===== src/rtl/dyn_pkg.sv =====
// Shared constants and FSM state type for the dynamic range compressor.
package dyn_pkg;
   localparam int SAMPLE_W       = 16;
   localparam int GAIN_FRAC_BITS = 14;
   localparam logic [15:0] UNITY_GAIN = 16'd16384;
   localparam logic [15:0] MIN_GAIN   = 16'd1;

   typedef enum logic [1:0] {IDLE, ATTACK, HOLD, RELEASE} comp_state_e;
endpackage


===== src/rtl/dyn_compressor_abs_sat.sv =====
// Saturating magnitude of a signed sample: the most negative code maps to the largest positive one.
module abs_sat
   import dyn_pkg::*;
(
   input  logic signed [SAMPLE_W-1:0] sample,
   output logic        [SAMPLE_W-1:0] mag
);
   localparam logic signed [SAMPLE_W-1:0] MOST_NEG = {1'b1, {(SAMPLE_W-1){1'b0}}};
   localparam logic        [SAMPLE_W-1:0] MAX_POS  = {1'b0, {(SAMPLE_W-1){1'b1}}};

   always_comb begin
      mag = sample;
      if (sample == MOST_NEG) begin
         mag = MAX_POS;
      end else if (sample[SAMPLE_W-1]) begin
         mag = -sample;
      end
   end
endmodule


===== src/rtl/dyn_compressor.sv =====
// Dynamic range compressor: two-stage pipeline with attack/hold/release gain control.
// Define COMP_HARD_LIMIT_EN to add a hard output limiter at +/-LIMIT_LEVEL driving clip_flag.
module dyn_compressor
   import dyn_pkg::*;
#(
   parameter int THRESHOLD    = 8000,
   parameter int RATIO_SHIFT  = 2,
   parameter int ATTACK_SHIFT = 3,
   parameter int RELEASE_STEP = 4,
   parameter int HOLD_TIME    = 2400,
   parameter int LIMIT_LEVEL  = 30000
) (
   input  logic                       clk,
   input  logic                       rst_n,
   input  logic                       enable,
   input  logic                       in_valid,
   input  logic signed [SAMPLE_W-1:0] in_sample,
   output logic                       out_valid,
   output logic signed [SAMPLE_W-1:0] out_sample,
   output logic        [SAMPLE_W-1:0] gain,
   output logic                       comp_active,
   output logic                       clip_flag
);
   localparam int HOLD_W = $clog2(HOLD_TIME + 1);
   localparam logic [HOLD_W-1:0]    HOLD_LAST = HOLD_W'(HOLD_TIME);
   localparam logic [31:0]          THRESH_U  = 32'(THRESHOLD);
   localparam logic signed [32:0]   SAT_MAX   = 33'sd32767;
   localparam logic signed [32:0]   SAT_MIN   = -33'sd32768;

   comp_state_e state, state_next;
   logic [HOLD_W-1:0]          hold_cnt, hold_next;
   logic [SAMPLE_W-1:0]        gain_next, attack_dec;
   logic [SAMPLE_W:0]          gain_rel;
   logic                       s1_valid;
   logic signed [SAMPLE_W-1:0] s1_sample, sat_out, limited, out_next;
   logic [SAMPLE_W-1:0]        mag, s1_mag;
   logic signed [32:0]         prod, scaled;
   logic [31:0]                mag_ext, level, ceil_lvl;
   logic                       overshoot;

   abs_sat u_abs_sat (
      .sample (in_sample),
      .mag    (mag)
   );

   // Stage 2 datapath: gain applied to the sample and the knee test use the same pre-update gain.
   always_comb begin
      prod     = 33'(s1_sample) * $signed({17'b0, gain});
      scaled   = prod >>> GAIN_FRAC_BITS;
      sat_out  = scaled[SAMPLE_W-1:0];
      if (scaled > SAT_MAX) begin
         sat_out = 16'sh7FFF;
      end else if (scaled < SAT_MIN) begin
         sat_out = 16'sh8000;
      end
      mag_ext   = {16'b0, s1_mag};
      level     = (mag_ext * {16'b0, gain}) >> GAIN_FRAC_BITS;
      ceil_lvl  = THRESH_U + ((mag_ext - THRESH_U) >> RATIO_SHIFT);
      overshoot = (mag_ext > THRESH_U) && (level > ceil_lvl);
   end

`ifdef COMP_HARD_LIMIT_EN
   localparam logic signed [32:0] LIM_HI = 33'(LIMIT_LEVEL);
   localparam logic signed [32:0] LIM_LO = -33'(LIMIT_LEVEL);
   logic clip_next;

   always_comb begin
      limited   = sat_out;
      clip_next = 1'b0;
      if (scaled > LIM_HI) begin
         limited   = LIM_HI[SAMPLE_W-1:0];
         clip_next = 1'b1;
      end else if (scaled < LIM_LO) begin
         limited   = LIM_LO[SAMPLE_W-1:0];
         clip_next = 1'b1;
      end
   end

   always_ff @(posedge clk or negedge rst_n) begin
      if (!rst_n) begin
         clip_flag <= 1'b0;
      end else begin
         clip_flag <= s1_valid && enable && clip_next;
      end
   end
`else
   logic unused_limit;
   assign unused_limit = |LIMIT_LEVEL;
   assign limited      = sat_out;
   assign clip_flag    = 1'b0;
`endif

   assign out_next    = enable ? limited : s1_sample;
   assign comp_active = (state != IDLE);

   always_ff @(posedge clk or negedge rst_n) begin
      if (!rst_n) begin
         s1_valid   <= 1'b0;
         s1_sample  <= '0;
         s1_mag     <= '0;
         out_valid  <= 1'b0;
         out_sample <= '0;
      end else begin
         s1_valid  <= in_valid;
         out_valid <= s1_valid;
         if (in_valid) begin
            s1_sample <= in_sample;
            s1_mag    <= mag;
         end
         if (s1_valid) begin
            out_sample <= out_next;
         end
      end
   end

   // Gain envelope: only advances when a sample leaves stage 2.
   always_comb begin
      state_next = state;
      gain_next  = gain;
      hold_next  = hold_cnt;
      attack_dec = gain >> ATTACK_SHIFT;
      if (attack_dec == '0) begin
         attack_dec = MIN_GAIN;
      end
      gain_rel = {1'b0, gain} + 17'(RELEASE_STEP);
      if (s1_valid) begin
         if (!enable) begin
            state_next = IDLE;
            gain_next  = UNITY_GAIN;
            hold_next  = '0;
         end else if (overshoot) begin
            state_next = ATTACK;
            gain_next  = (gain > attack_dec) ? (gain - attack_dec) : MIN_GAIN;
            hold_next  = '0;
         end else begin
            case (state)
               ATTACK, HOLD: begin
                  hold_next  = (hold_cnt == HOLD_LAST) ? hold_cnt : hold_cnt + HOLD_W'(1);
                  state_next = (hold_next == HOLD_LAST) ? RELEASE : HOLD;
               end
               RELEASE: begin
                  if (gain_rel >= {1'b0, UNITY_GAIN}) begin
                     gain_next  = UNITY_GAIN;
                     state_next = IDLE;
                     hold_next  = '0;
                  end else begin
                     gain_next = gain_rel[SAMPLE_W-1:0];
                  end
               end
               default: begin
                  gain_next = UNITY_GAIN;
               end
            endcase
         end
      end
   end

   always_ff @(posedge clk or negedge rst_n) begin
      if (!rst_n) begin
         state    <= IDLE;
         gain     <= UNITY_GAIN;
         hold_cnt <= '0;
      end else begin
         state    <= state_next;
         gain     <= gain_next;
         hold_cnt <= hold_next;
      end
   end
endmodule


===== config.mk =====
export PLATFORM = sky130hd
export DESIGN_NAME = dyn_compressor
export DESIGN_NICKNAME = d
export VERILOG_FILES = /design/src/rtl/dyn_pkg.sv /design/src/rtl/dyn_compressor_abs_sat.sv /design/src/rtl/dyn_compressor.sv
export SDC_FILE = /design/constraint.sdc
export NUM_CORES = 1
export LEC_CHECK = 0
export BUFFER_PORTS_ARGS = -buffer_cell sky130_fd_sc_hd__clkbuf_2
export CAP_MARGIN = 25
export CORE_MARGIN = 2
export CORE_UTILIZATION = 31
export CTS_BUF_LIST = sky130_fd_sc_hd__clkbuf_4
export DETAILED_ROUTE_END_ITERATION = 16
export REMOVE_ABC_BUFFERS = 1
export SLEW_MARGIN = 0
export SYNTH_ARGS = -nofsm -noshare
export SYNTH_HDL_FRONTEND = slang
export SYNTH_HIERARCHICAL = 1
export SYNTH_SLANG_ARGS = --single-unit

===== constraint.sdc =====
create_clock -name clk -period 12.9 [get_ports clk]
set_input_delay 0 -clock clk [delete_from_list [all_inputs] [get_ports clk]]
set_output_delay 0 -clock clk [all_outputs]
set_load 0.03 [all_outputs]

# Yosys cells after proc, flatten, opt, wreduce, memory -nomap -nowiden
# Cells that the tools add are included.
word_totals:
  rom_bits: 0
  elab_cells: 58
  n_memories: 0
  in_bits: 20
  out_inout_bits: 35
  ram_bits: 0
  ff_bits: 80
  latchBits: 0
op_classes:
  div_mod_pow: 0
  n_mul: 2
  n_shift: 0
  bitwise_logic: 0
  reduce_logical: 6
  order_cmp: 6
  mux: 21
  add_sub_neg: 6
  n_eq_ne: 9
ops:
  columns: ["operator", "count"]
  rows:
  - ["two-way mux 16 bit", 9]
  - ["two-way mux 12 bit", 4]
  - ["multiplier 16 x 17 -> 33 bit", 1]
  - ["multiplier 16 x 16 -> 32 bit", 1]
  - ["case mux 16 bit (2 select lines)", 1]
  - ["adder 13 x 30 -> 31 bit (first input constant)", 1]
  - ["> comparator 18 x 31 -> 1 bit", 1]
  - ["equality test 12 bit (second input constant)", 2]
  - ["case mux 12 bit (2 select lines)", 1]
  - ["> comparator 19 x 16 -> 1 bit (second input constant)", 1]
  - ["less-than comparator 19 x 16 -> 1 bit (second input constant)", 1]
  - ["adder 16 x 3 -> 17 bit (second input constant)", 1]
  - [">= comparator 17 x 15 -> 1 bit (second input constant)", 1]
  - ["subtractor 16 x 13 -> 17 bit (second input constant)", 1]
  - ["equality test 16 bit (second input constant)", 1]
  - ["> comparator 16 x 13 -> 1 bit (second input constant)", 1]
  - ["> comparator 16 bit", 1]
  - ["zero test 16 bit", 1]
  - ["negation 16 bit", 1]
  - ["subtractor 16 bit", 1]
  - ["two-way mux 13 bit", 1]
  - ["adder 12 x 1 -> 12 bit (second input constant)", 1]
  - ["two-way mux 2 bit", 3]
  - ["equality test 2 bit (second input constant)", 2]
  - ["11 further kinds", 11]

# Depth between registers and ports, before layout
# Gate-level depths: netlist of the first run.
logic_depth:
  ltp_word: 7
  ltp_mapped: 38
  depth_no_buf: 35

# Modules after synthesis
# Netlist of the first run, hierarchy kept.
modules_own_cells:
  columns: ["module", "cells_each", "n_inst", "seq_area_each_um2", "area_per_inst_um2"]
  rows:
  - ["dyn_compressor", 2543, 1, 2003.2, 21834.7]
  - ["abs_sat", 65, 1, 0.0, 431.7]

# Least setup slack after synthesis of the first run
# Ideal clock, no wire load.
synth_timing:
  path_kind: "flip-flop to flip-flop"
  from: "register gain[9]"
  to: "register hold_cnt[8]"
  n_path_buf: 4
  arrival_ns: 8.367
  synth_period_minus_slack_ns: 8.501
  required_ns: 12.766
  setup_slack_ns: 4.399
  path_stages_with_launch: 36
  setup_ns: 0.134
  cell_sequence: "dfrtp_1 -> clkbuf_1 -> clkbuf_1 -> nand2_1 -> fa_1 -> fa_1 -> inv_1 -> fa_1 -> fa_1 -> fa_1 -> inv_1 -> fa_1 -> inv_1 -> ha_1 -> a21o_1 -> a21o_1 -> a21o_1 -> a31oi_1 -> o22ai_1 -> and4_1 -> nor2_1 -> nor2b_1 -> o21ai_0 -> a21oi_1 -> ha_1 -> and4_1 -> nand3_1 -> nor4_1 -> or4_1 -> or3_1 -> clkbuf_1 -> nand4_1 -> clkbuf_1 -> nor2_1 -> o21ai_0 -> o41ai_1"
synth_via:
  elab_chain_len: 5
  word_cells_on_any_way: 10
  classes_between: "add/sub (1); mul (1); order compare (2); eq/ne (2); mux (2); reduce/logical (2)"
synth_lines:
  columns: ["element", "line_no", "text"]
  rows:
  - ["start, declared", "dyn_compressor.sv:20", "output logic [SAMPLE_W-1:0] gain,"]
  - ["start signal, assigned", "dyn_compressor.sv:165", "gain <= gain_next;"]
  - ["multiplier 16 x 16 -> 32 bit", "dyn_compressor.sv:57", "level = (mag_ext * {16'b0, gain}) >> GAIN_FRAC_BITS;"]
  - ["> comparator 18 x 31 -> 1 bit", "dyn_compressor.sv:59", "overshoot = (mag_ext > THRESH_U) && (level > ceil_lvl);"]
  - ["logical AND 1 bit", "dyn_compressor.sv:59", null]
  - ["inequality test 4 x 1 -> 1 bit (no line), or another cell as far along", null, null]
  - ["AND reduction 3 bit (no line) / two-way mux 12 bit (equally long branches)", null, null]
  - ["end signal, assigned", "dyn_compressor.sv:166", "hold_cnt <= hold_next;"]
  - ["end, declared", "dyn_compressor.sv:31", "logic [HOLD_W-1:0] hold_cnt, hold_next;"]
# Several ways; a longest one is shown, not always the timed one.
# A chain may end at the register's enable or synchronous reset.

# Worst setup path after layout of the first run
layout_timing:
  from: "register s1_mag[5]"
  to: "register gain[12]"
layout_via:
  elab_chain_len: 6
  word_cells_on_any_way: 10
  classes_between: "add/sub (2); mul (1); order compare (2); eq/ne (1); mux (2); reduce/logical (2)"
layout_lines:
  columns: ["element", "line_no", "text"]
  rows:
  - ["start, declared", "dyn_compressor.sv:36", "logic [SAMPLE_W-1:0] mag, s1_mag;"]
  - ["start signal, assigned", "dyn_compressor.sv:108", "s1_mag <= mag;"]
  - ["subtractor 16 x 13 -> 17 bit", "dyn_compressor.sv:58", "ceil_lvl = THRESH_U + ((mag_ext - THRESH_U) >> RATIO_SHIFT);"]
  - ["adder 13 x 30 -> 31 bit", "dyn_compressor.sv:58", null]
  - ["> comparator 18 x 31 -> 1 bit", "dyn_compressor.sv:59", null]
  - ["logical AND 1 bit (*)", "dyn_compressor.sv:59", null]
  - ["inequality test 3 bit (no line) / two-way mux 16 bit (equally long branches)", null, null]
  - ["AND reduction 2 bit (no line) / two-way mux 16 bit (equally long branches)", null, null]
# Mark *: on every way between the ends. The rest lies on a longest branch, timed or not.

==> results of run 1 <==
state kept, by name (all words and copies together) (netlist names):
| name | count |
|---|---|
| out_sample | 16 |
| hold_cnt | 12 |
| gain | 16 |
| s1_mag | 16 |
| s1_sample | 16 |
| state | 2 |
| out_valid | 1 |
| s1_valid | 1 |
Yosys cell counts (5+ instances only):
| cell type | n |
|---|---|
| mux2_2 | 27 |
| nor4_1 | 8 |
| nand3_1 | 26 |
| ha_1 | 263 |
| xnor2_1 | 51 |
| and2_1 | 167 |
| nor3b_1 | 7 |
| o21ai_0 | 84 |
| xor2_1 | 23 |
| o41ai_1 | 6 |
| and4_1 | 5 |
| nand2_1 | 410 |
| fa_1 | 387 |
| dfrtp_1 | 79 |
| nand4_1 | 16 |
| a211oi_1 | 8 |
| and3_1 | 9 |
| clkbuf_1 | 125 |
| a21oi_2 | 13 |
| or3_1 | 5 |
| buf_1 | 6 |
| o21bai_1 | 8 |
| a21o_1 | 22 |
| nor2b_1 | 20 |
| nand2b_1 | 9 |
| nor2_1 | 122 |
| a31oi_1 | 12 |
| a21oi_1 | 61 |
| o21a_1 | 10 |
| o31ai_1 | 9 |
| o22ai_1 | 5 |
| nor3_1 | 20 |
| inv_1 | 508 |
cell type report:
| class | instances | area, µm² | share of cell area |
|---|---|---|---|
| well taps | 950 | 1190 | 0.0501 |
| clock inverters | 7 | 52.6 | 0.00221 |
| flip-flops and latches | 80 | 2000 | 0.0844 |
| inverters | 512 | 1920 | 0.0810 |
| multi-input cells | 1881 | 17800 | 0.751 |
| diodes | 3 | 7.51 | 0.000316 |
| clock buffers | 9 | 67.6 | 0.00285 |
| repair buffers | 99 | 668 | 0.0282 |
metal layers:
metal  global-route usage  vias up  wire length (µm)
met2                0.276      404             27700
met5                    0        -                 0
met1                0.209     8676             25500
li1                     -     8008                 -
met3               0.0246       95              2930
met4               0.0470        0              1530
through the flow:
step	utilization	cell area (µm²)	instances	setup slack [ns]	hold WS, ns
after CTS	0.333	23700	3538	3.15	0.0279
after detailed placement	0.329	23400	3504	3.18	-0.00739
final	0.333	23700	3541	3.13	0.0274
after global routing	0.333	23700	3539	2.54	0.0419
after global placement	0.329	23400	3504	3.28	-0.0109
after floorplan	-	21700	2473	4.27	-0.296
placed cells by master (no fill, tap or decap), types with 9 or more instances in the layout:
cell type      synthesis  layout
xor2_1                23      23
nand2_1              410     410
clkbuf_4               0       9
a21oi_2               13      13
and3_1                 9       9
buf_4                  2      29
o31ai_1                9       9
o21a_1                10      10
nand4_1               16      16
nand3_1               26      26
dlygate4sd3_1          0      17
o21ai_0               84      84
a31oi_1               12      12
dfrtp_1               79      79
xnor2_1               51      51
inv_1                508     508
nor2b_1               20      20
nor3_1                20      20
and2_1               167     167
a21o_1                22      22
fa_1                 387     387
clkbuf_2               0      52
nand2b_1               9       9
nor2_1               122     122
ha_1                 263     263
mux2_2                27      27
a21oi_1               61      61
cells by family after synthesis:
| kind of cell | after synthesis | share of synthesized area |
|---|---|---|
| compound gates | 280 | 0.0813 |
| xor+xnor | 74 | 0.0291 |
| fa+ha+maj | 650 | 0.496 |
| buf+inv | 647 | 0.110 |
| flops | 80 | 0.0900 |
| mux | 31 | 0.0155 |
| other cells | 1 | 0.000168 |
| simple gates | 845 | 0.179 |
critical path, delay by kind of cell, from the launching register on:
| family | cells | cell delay, ns |
|---|---|---|
| adders and majority gates | 8 | 3.48 |
| AOI/OAI and AO/OA | 10 | 3.03 |
| and+or+nand+nor | 8 | 1.53 |
| buffers and inverters | 5 | 0.80 |
| DFF | 1 | 0.61 |
| xor gates and xnor gates | 1 | 0.14 |
path summary, 6_finish.rpt:
| path | startpoint | end | cells after the start |
|---|---|---|---|
| max in group asynchronous | rst_n | out_sample[3] | 4 |
| worst max-delay path | s1_mag[5] | gain[12] | 32 |
| worst min-delay path | in_sample[15] | s1_sample[15] | 3 |
| worst max register to register | s1_mag[5] | gain[12] | 32 |
| min in group asynchronous | rst_n | gain[14] | 3 |
| worst min register to register | gain[0] | gain[0] | 1 |
repair_timing:
item                       in CTS  in global routing
setup endpoints to repair       0                  0
hold endpoints to repair       61                  0
gates resized for setup         0                  0
hold buffers                   18                  0
==> metrics.md, run 1 <==
| Metric | Value |
|---|---|
| # fillers | `7423` |
| Post-DP HPWL | `45.1 mm` |
| Unrepaired setup endpoints after global routing | `false` |
| YS warnings | `6` |
| Die ar. | `74000 µm²` |
| Global-route usage over all layers | `0.161` |
| Gr ovfl total | `0` |
| Initial Util | `0.313` |
| Clk root buf | `clkbuf_4` |
| Period Utilization, post-route | `0.757` |
| CTS H-tree lvls | `3` |
| Antenna-violating nets left | `0` |
| Ports | `55` |
| Critical path's largest stage delay | `0.90 ns` |
| Crit end category | `flop` |
| Port-buffer cells | `53` |
| Post-CTS setup buffers | `0` |
| Outcome | `complete, no violations` |
| Final setup fails | `0` |
| Syn avg cell area | `8.54 µm²` |
| CP dominant cell by count | `fa_1` |
| Num CTS Buffers | `9` |
| Actual slew at the worst max-slew pin | `1.11 ns` |
| Worst hold path class | `input pin to flop` |
| Share of the synthesized area in the top cell type | `0.348` |
| Type of the worst setup path | `flop to flop` |
| Startpoint types | `flop` |
| Achievable clock frequency | `0.102 GHz` |
| Final Hold Fails | `0` |
| Gp weighted congestion | `0.840` |
| Initial antenna violation count | `2` |
| CP arrival | `10.13 ns` |
| Number of flops mapped to enable cells by yosys | `0` |
| Synthesized cell area | `22300 µm²` |
| Number of global-route vias before repair | `18500` |
| Seq/Total Area, Yosys | `0.0900` |
| MaxCap Viol Count | `0` |
| Row cnt | `98` |
| Yosys top cell by area | `fa_1` |
| Nets | `3253` |
| Final Skew | `0.0183 ns` |
| CTS clk-pin slew, worst paths | `0.17 ns` |
| Final min period | `9.77 ns` |
| Worst relative slew slack | `0.254` |
| Main synth FF type | `dfrtp_1` |
| DRC | `0` |
| CP Max Fanout | `16` |
| CTS Sinks | `80` |
| First DRT Iteration DRCs | `785` |
| Share of flip-flops with an asynchronous set or reset | `1.00` |
| Reg2reg setup slack | `3.13 ns` |
| Synth unique cells | `76` |
| Critical path's slowest cell | `o21ai_1` |
| Chip width | `272 µm` |
| First-pass GRT wire length | `95.9 mm` |
| Die height | `272 µm` |
| Synth Instances | `2608` |
| Largest net degree at the start of global routing | `47` |
| DRT Pass-1 Iters | `5` |
| DR vias/cell | `4.85` |
| Core area | `71200 µm²` |
| Area delta synth->final | `6.56%` |
| DRT Wirelength | `57.7 mm` |
| CTS tree | `done` |
| Wirelength per Cell | `16.3 µm` |
| CTS Buffer Depth | `2` |
| Synth area leaders | `fa_1, ha_1, dfrtp_1` |
| Worst-Skew Late Latency | `0.51 ns` |
| Yosys reg bits | `80` |
| Layout cells sized above 1 | `0.0607` |
| Total number of vias | `17200` |
| CP Data Required Time | `13.26 ns` |
| Final Slew Violations | `0` |
| Final TNS setup | `0 ns` |
Power of run 1 is not shown: default switching activity piles up to over one toggle a cycle in this logic, so the estimate is an artifact.
==> inputs of run 2 (changes only) <==
- ABC_AREA: not set -> 1
- clock period: 12.9 -> 10.2 ns (I/O delays scaled with it)
==> metrics.md, run 2 <==
| Metric | Value |
|---|---|
| Final Cell Area | `26200 µm² (was 23700 µm²)` |
| Layout Cells excl Fill | `4481 (was 3541)` |
| Synth area leaders | `fa_1, nand2_1, ha_1 (was fa_1, ha_1, dfrtp_1)` |
| DR vias/cell | `4.72 (was 4.85)` |
| Initial antenna violation count | `5 (was 2)` |
| Unrepaired setup endpoints after global routing | `false (unchanged)` |
| DRT Wirelength | `69.7 mm (was 57.7 mm)` |
| CP dominant cell by count | `nand2_1 (was fa_1)` |
| Layout cells sized above 1 | `0.0452 (was 0.0607)` |
| Post-DP HPWL | `55.8 mm (was 45.1 mm)` |
| Synth Instances | `3473 (was 2608)` |
| Stages on the worst setup path | `33 (was 32)` |
| Crit end category | `flop (unchanged)` |
| Synthesized cell area | `24800 µm² (was 22300 µm²)` |
| Placed Area | `25900 µm² (was 23400 µm²)` |
| Period Utilization, post-route | `0.900 (was 0.757)` |
| Share of the synthesized area in the top cell type | `0.312 (was 0.348)` |
| CP delay by family, top | `adder cells (unchanged)` |
| Initial Util | `0.314 (was 0.313)` |
| Finished Core Util | `0.332 (was 0.333)` |
| # fillers | `8615 (was 7423)` |
| Final Hold Fails | `0 (unchanged)` |
| Num CTS Buffers | `9 (unchanged)` |
| Row cnt | `103 (was 98)` |
| Final TNS setup | `0 ns (unchanged)` |
| Clk root buf | `clkbuf_4 (unchanged)` |
| YS warnings | `6 (unchanged)` |
| Antenna-violating nets left | `0 (unchanged)` |
| Yosys reg bits | `80 (unchanged)` |
| Chip width | `287 µm (was 272 µm)` |
| Worst-Skew Late Latency | `0.51 ns (about the same)` |
| Core area | `79100 µm² (was 71200 µm²)` |
| DP Cell Count | `4440 (was 3504)` |
| DRT Pass-1 Iters | `7 (was 5)` |
| Worst hold path class | `input pin to flop (unchanged)` |
| Main synth FF type | `dfrtp_1 (unchanged)` |
| R2r endpoint | `hold_cnt[1] (was gain[12])` |
| Min-delay src | `enable (was in_sample[15])` |
| Final min period | `9.18 ns (was 9.77 ns)` |
| First-pass GRT wire length | `114 mm (was 95.9 mm)` |
| CP Max Fanout | `32 (was 16)` |
| Outcome | `complete, no violations (unchanged)` |
| CP Data Required Time | `10.60 ns (was 13.26 ns)` |
| CP Capture Point | `hold_cnt[1] (was gain[12])` |
| CP Launch Point | `s1_mag[6] (was s1_mag[5])` |
| Hold_ws | `0.0792 ns (was 0.0274 ns)` |
| Critical path's slowest cell | `dfrtp_1 (was o21ai_1)` |
| Synth unique cells | `56 (was 76)` |
| Leak Pwr | `15.6 nW` |
| MaxCap Viol Count | `0 (unchanged)` |
| Critical path's largest stage delay | `1.03 ns (was 0.90 ns)` |
| Seq/Total Area, Yosys | `0.0807 (was 0.0900)` |
| DRC | `0 (unchanged)` |
| Final setup fails | `0 (unchanged)` |
| Reg area | `2000 µm² (unchanged)` |
| Top cells by count, synth | `nand2_1, inv_1, fa_1, ha_1, nor2_1 (was inv_1, nand2_1, fa_1, ha_1, and2_1)` |
| Reg2reg setup slack | `1.02 ns (was 3.13 ns)` |
| Final Skew | `0.0217 ns (was 0.0183 ns)` |
| Gr ovfl total | `0 (unchanged)` |
| Worst VDD drop | `56.4 µV` |
| Wirelength per Cell | `15.6 µm (was 16.3 µm)` |
| First DRT Iteration DRCs | `1634 (was 785)` |
| Global-route usage over all layers | `0.175 (was 0.161)` |
| Die ar. | `82400 µm² (was 74000 µm²)` |
| Actual slew at the worst max-slew pin | `1.01 ns (was 1.11 ns)` |
| Die height | `287 µm (was 272 µm)` |
| Largest net degree at the start of global routing | `63 (was 47)` |
| Area delta synth->final | `5.68% (was 6.56%)` |
| Final Slew Violations | `0 (unchanged)` |
| CTS H-tree lvls | `3 (unchanged)` |
| Achievable clock frequency | `0.109 GHz (was 0.102 GHz)` |
| Total number of vias | `21100 (was 17200)` |
| Area of the multi-input gates | `18800 µm² (was 17800 µm²)` |
| CTS Sinks | `80 (unchanged)` |
| Number of global-route vias before repair | `20800 (was 18500)` |
| CTS Buffer Depth | `2 (unchanged)` |
| Most common cell after layout, fill and taps aside | `nand2_1 (was inv_1)` |
| Number of flops mapped to enable cells by yosys | `0 (unchanged)` |
| Setup WS post-layout | `1.02 ns (was 3.13 ns)` |
| Yosys top cell by area | `fa_1 (unchanged)` |
| Startpoint types | `flop (unchanged)` |
| Port-buffer cells | `53 (unchanged)` |
| Pre-CTS setup slack | `1.16 ns (was 3.18 ns)` |
| Share of flip-flops with an asynchronous set or reset | `1.00 (unchanged)` |
| R2R depth | `33 (was 32)` |
| Pwr Density | `87.0 nW/µm²` |
| Most common cell in the synthesized netlist | `nand2_1 (was inv_1)` |
| CTS tree | `done (unchanged)` |
| Type of the worst setup path | `flop to flop (unchanged)` |
| Buf/Inv on CP | `3 (was 5)` |
| CP arrival | `9.58 ns (was 10.13 ns)` |
| Ports | `55 (unchanged)` |
| R2R Path Start | `s1_mag[6] (was s1_mag[5])` |
| Hold Path Cell Cnt | `3 (unchanged)` |
| Gp weighted congestion | `0.897 (was 0.840)` |
| CTS clk-pin slew, worst paths | `0.16 ns (was 0.17 ns)` |
| Nets | `4091 (was 3253)` |
| Most frequent cells in the layout | `nand2_1, inv_1, fa_1, ha_1, nor2_1 (was inv_1, nand2_1, fa_1, ha_1, and2_1)` |
| Syn avg cell area | `7.15 µm² (was 8.54 µm²)` |
| Power Total | `2.28 mW` |
| Worst relative slew slack | `0.327 (was 0.254)` |
run 2: cell types whose count changed after synthesis, moves of 30 or more:
cell | before | now
a21oi_1 | 61 | 104
inv_1 | 508 | 874
nand2_1 | 410 | 1011
nor2_1 | 122 | 152
xor2_1 | 23 | 58
and2_1 | 167 | 6
nand3_1 | 26 | 112
xnor2_1 | 51 | 13
run 2: kinds of logic (layout without fill, tap and decap cells):
logic type / Yosys count / after routing / synth area share
AO/OA/AOI/OAI: 226 / 226 / 0.0519
XOR/XNOR: 71 / 71 / 0.0250
adder cells (fa/ha/maj): 650 / 650 / 0.444
buffers and inverters: 1042 / 995 / 0.163
flip-flops: 80 / 80 / 0.0807
multiplexers: 3 / 3 / 0.00136
other: 1 / 6 / 0.000151
AND/OR/NAND/NOR: 1400 / 1400 / 0.233
run 2: layout make-up:
class | instances | share of cell area
multi-input cells | 2351 | 0.715
inverters | 878 | 0.126
repair buffers | 101 | 0.0258
clock buffers | 10 | 0.00286
flip-flops and latches | 80 | 0.0763
diodes | 5 | 0.000477
well taps | 1050 | 0.0501
clock inverters | 6 | 0.00348
run 2: routing by layer:
layer | vias up | share of wire | GRT usage
li1 | 10100 | - | -
met1 | 10300 | 0.45 | 0.241
met2 | 617 | 0.46 | 0.287
met3 | 91 | 0.054 | 0.0178
met4 | 0 | 0.030 | 0.0523
met5 | - | 0 | 0
run 2: worst min-delay path by stage:
stage                                end  slack [ns]
after floorplan                  gain[0]       -0.30
after global placement        s1_mag[14]        0.03
after detailed placement      s1_mag[14]        0.03
after CTS                 out_sample[15]        0.03
after global routing      out_sample[15]        0.05
final                            gain[8]        0.08
run 2: power breakdown:
group          leakage, nW  total [mW]  internal [mW]  switching [mW]
clock               0.0914       0.245          0.104           0.141
combinational         14.5        1.57          0.554            1.01
sequential            1.02       0.473          0.351           0.122
run 2: repair_timing:
item                                   CTS  global route
setup endpoints to repair                0             0
endpoints found under the hold margin   71             0
resized for setup                        0             0
hold buffers                            20             0
setup buffers                            0             0
run 2: tightest hold or removal path, cell delays in order:
cell and delay (ns):
clkbuf_2 0.32, nand3_1 0.19, o21ai_1 0.05
No activity file was read; power rests on OpenSTA's default activity.
==> inputs of run 3 (changes only) <==
- ABC_AREA: 1 -> 0
==> metrics.md, run 3 (synthesized netlist as in run 1, its figures left out) <==
| Metric | Value |
|---|---|
| Nets | `3264 (was 4091)` |
| Unrepaired setup endpoints after global routing | `false (unchanged)` |
| First-pass GRT wire length | `97.3 mm (was 114 mm)` |
| Final min period | `9.37 ns (was 9.18 ns)` |
| R2R depth | `32 (was 33)` |
| Final TNS setup | `0 ns (unchanged)` |
| Die height | `272 µm (was 287 µm)` |
| Chip width | `272 µm (was 287 µm)` |
| Startpoint types | `flop (unchanged)` |
| Die ar. | `74000 µm² (was 82400 µm²)` |
| Critical path's largest stage delay | `0.66 ns (was 1.03 ns)` |
| Ports | `55 (unchanged)` |
| Core area | `71200 µm² (was 79100 µm²)` |
| CTS Sinks | `80 (unchanged)` |
| Final Hold Fails | `0 (unchanged)` |
| Row cnt | `98 (was 103)` |
| CP arrival | `9.81 ns (was 9.58 ns)` |
| Antenna-violating nets left | `0 (unchanged)` |
| CP Capture Point | `gain[0] (was hold_cnt[1])` |
| CP Launch Point | `s1_mag[5] (was s1_mag[6])` |
| Final Slew Violations | `0 (unchanged)` |
| Port-buffer cells | `53 (unchanged)` |
| Area delta synth->final | `7.18% (was 5.68%)` |
| CP Data Required Time | `10.64 ns (was 10.60 ns)` |
| Clk root buf | `clkbuf_4 (unchanged)` |
| Number of global-route vias before repair | `18400 (was 20800)` |
| DR vias/cell | `4.85 (was 4.72)` |
| First DRT Iteration DRCs | `967 (was 1634)` |
| Total number of vias | `17200 (was 21100)` |
| Initial antenna violation count | `1 (was 5)` |
| CTS H-tree lvls | `3 (unchanged)` |
| Post-DP HPWL | `46.2 mm (was 55.8 mm)` |
| Achievable clock frequency | `0.107 GHz (was 0.109 GHz)` |
| Outcome | `complete, no violations (unchanged)` |
| Reg2reg setup slack | `0.83 ns (was 1.02 ns)` |
| DRT Wirelength | `58.1 mm (was 69.7 mm)` |
| Most common cell after layout, fill and taps aside | `inv_1 (was nand2_1)` |
| CTS Buffer Depth | `2 (unchanged)` |
| DRC | `0 (unchanged)` |
| CP delay by family, top | `adder cells (unchanged)` |
| Worst hold path class | `input pin to flop (unchanged)` |
| Gp weighted congestion | `0.844 (was 0.897)` |
| Most frequent cells in the layout | `inv_1, nand2_1, fa_1, ha_1, and2_1 (was nand2_1, inv_1, fa_1, ha_1, nor2_1)` |
| Type of the worst setup path | `flop to flop (unchanged)` |
| Final Skew | `0.0396 ns (was 0.0217 ns)` |
| CP Max Fanout | `13 (was 32)` |
| Final setup fails | `0 (unchanged)` |
| Crit end category | `flop (unchanged)` |
| Worst relative slew slack | `0.352 (was 0.327)` |
| MaxCap Viol Count | `0 (unchanged)` |
| Buf/Inv on CP | `4 (was 3)` |
| DRT Pass-1 Iters | `5 (was 7)` |
| Critical path's slowest cell | `dfrtp_1 (unchanged)` |
| Actual slew at the worst max-slew pin | `0.971 ns (was 1.01 ns)` |
| Period Utilization, post-route | `0.919 (was 0.900)` |
| Stages on the worst setup path | `32 (was 33)` |
| Post-CTS setup buffers | `0 (unchanged)` |
| CTS clk-pin slew, worst paths | `0.17 ns (was 0.16 ns)` |
| Gr ovfl total | `0 (unchanged)` |
| R2R Path Start | `s1_mag[5] (was s1_mag[6])` |
| Layout cells sized above 1 | `0.0650 (was 0.0452)` |
| R2r endpoint | `gain[0] (was hold_cnt[1])` |
| Largest net degree at the start of global routing | `51 (was 63)` |
| Wirelength per Cell | `16.4 µm (was 15.6 µm)` |
| Global-route usage over all layers | `0.163 (was 0.175)` |
| Num CTS Buffers | `9 (unchanged)` |
| CP dominant cell by count | `fa_1 (was nand2_1)` |
| Worst-Skew Late Latency | `0.48 ns (was 0.51 ns)` |
| CTS tree | `done (unchanged)` |
| Initial Util | `0.313 (was 0.314)` |
==> run 3: cell types whose count changed in the layout (fill, tap and decap cells not counted), sizes merged, moves of 21 or more <==
cell	previous run	this run
nand2	1027	411
inv	880	514
and2	6	167
nand3	120	26
xnor2	13	51
nor2	157	122
xor2	58	23
a21oi	105	74
mux2	3	27
nand4	37	16
==> run 3: how the worst min path moves through the flow <==
| stage | start | slack [ns] | depth (start not counted) | to |
|---|---|---|---|---|
| floorplan | rst_n | -0.30 | 0 | gain[0] |
| global placement | rst_n | -0.04 | 1 | s1_mag[14] |
| detailed placement | rst_n | -0.04 | 1 | s1_mag[14] |
| CTS | in_sample[15] | 0.03 | 3 | s1_sample[15] |
| global route | in_sample[15] | 0.12 | 3 | s1_sample[15] |
| finish | in_sample[15] | 0.06 | 3 | s1_sample[15] |
==> run 3: per-stage QoR <==
step,hold slack [ns],instance area (µm²),instances,utilization,setup slack [ns]
after detailed placement,-0.0410,23500,3513,0.330,0.770
after CTS,0.0346,23800,3547,0.335,0.696
after global placement,-0.0419,23500,3513,0.330,0.892
after floorplan,-0.296,21700,2473,-,1.57
final,0.0613,23900,3552,0.335,0.829
after global routing,0.121,23900,3550,0.335,0.270
==> run 3: repair_timing <==
| action | CTS | global route |
|---|---|---|
| gates resized for setup | 0 | 0 |
| hold endpoints to repair | 53 | 0 |
| hold buffers | 18 | 0 |
==> run 3: metal layers <==
metal | global-route usage | wire length (µm)
met5 | 0 | 0
met4 | 0.0471 | 1520
met3 | 0.0150 | 2550
met2 | 0.277 | 27800
met1 | 0.222 | 26200
==> run 3: final cells by class <==
| class | count | area [µm²] |
|---|---|---|
| Antenna cell | 3 | 7.51 |
| Clock inverter | 7 | 108 |
| Fill cell | 7464 | 47400 |
| Inverter | 512 | 1920 |
| Sequential cell | 80 | 2000 |
| Timing Repair Buffer | 110 | 751 |
| Clock buffer | 9 | 67.6 |
| Multi-Input combinational cell | 1881 | 17800 |
| Tap cell | 950 | 1190 |
==> run 3: tightest hold or removal path: stages <==
cell and delay [ns]:
clkbuf_2 0.24, nand2_1 0.16, o21ai_0 0.09
Power of run 3 is left out for the same reason.
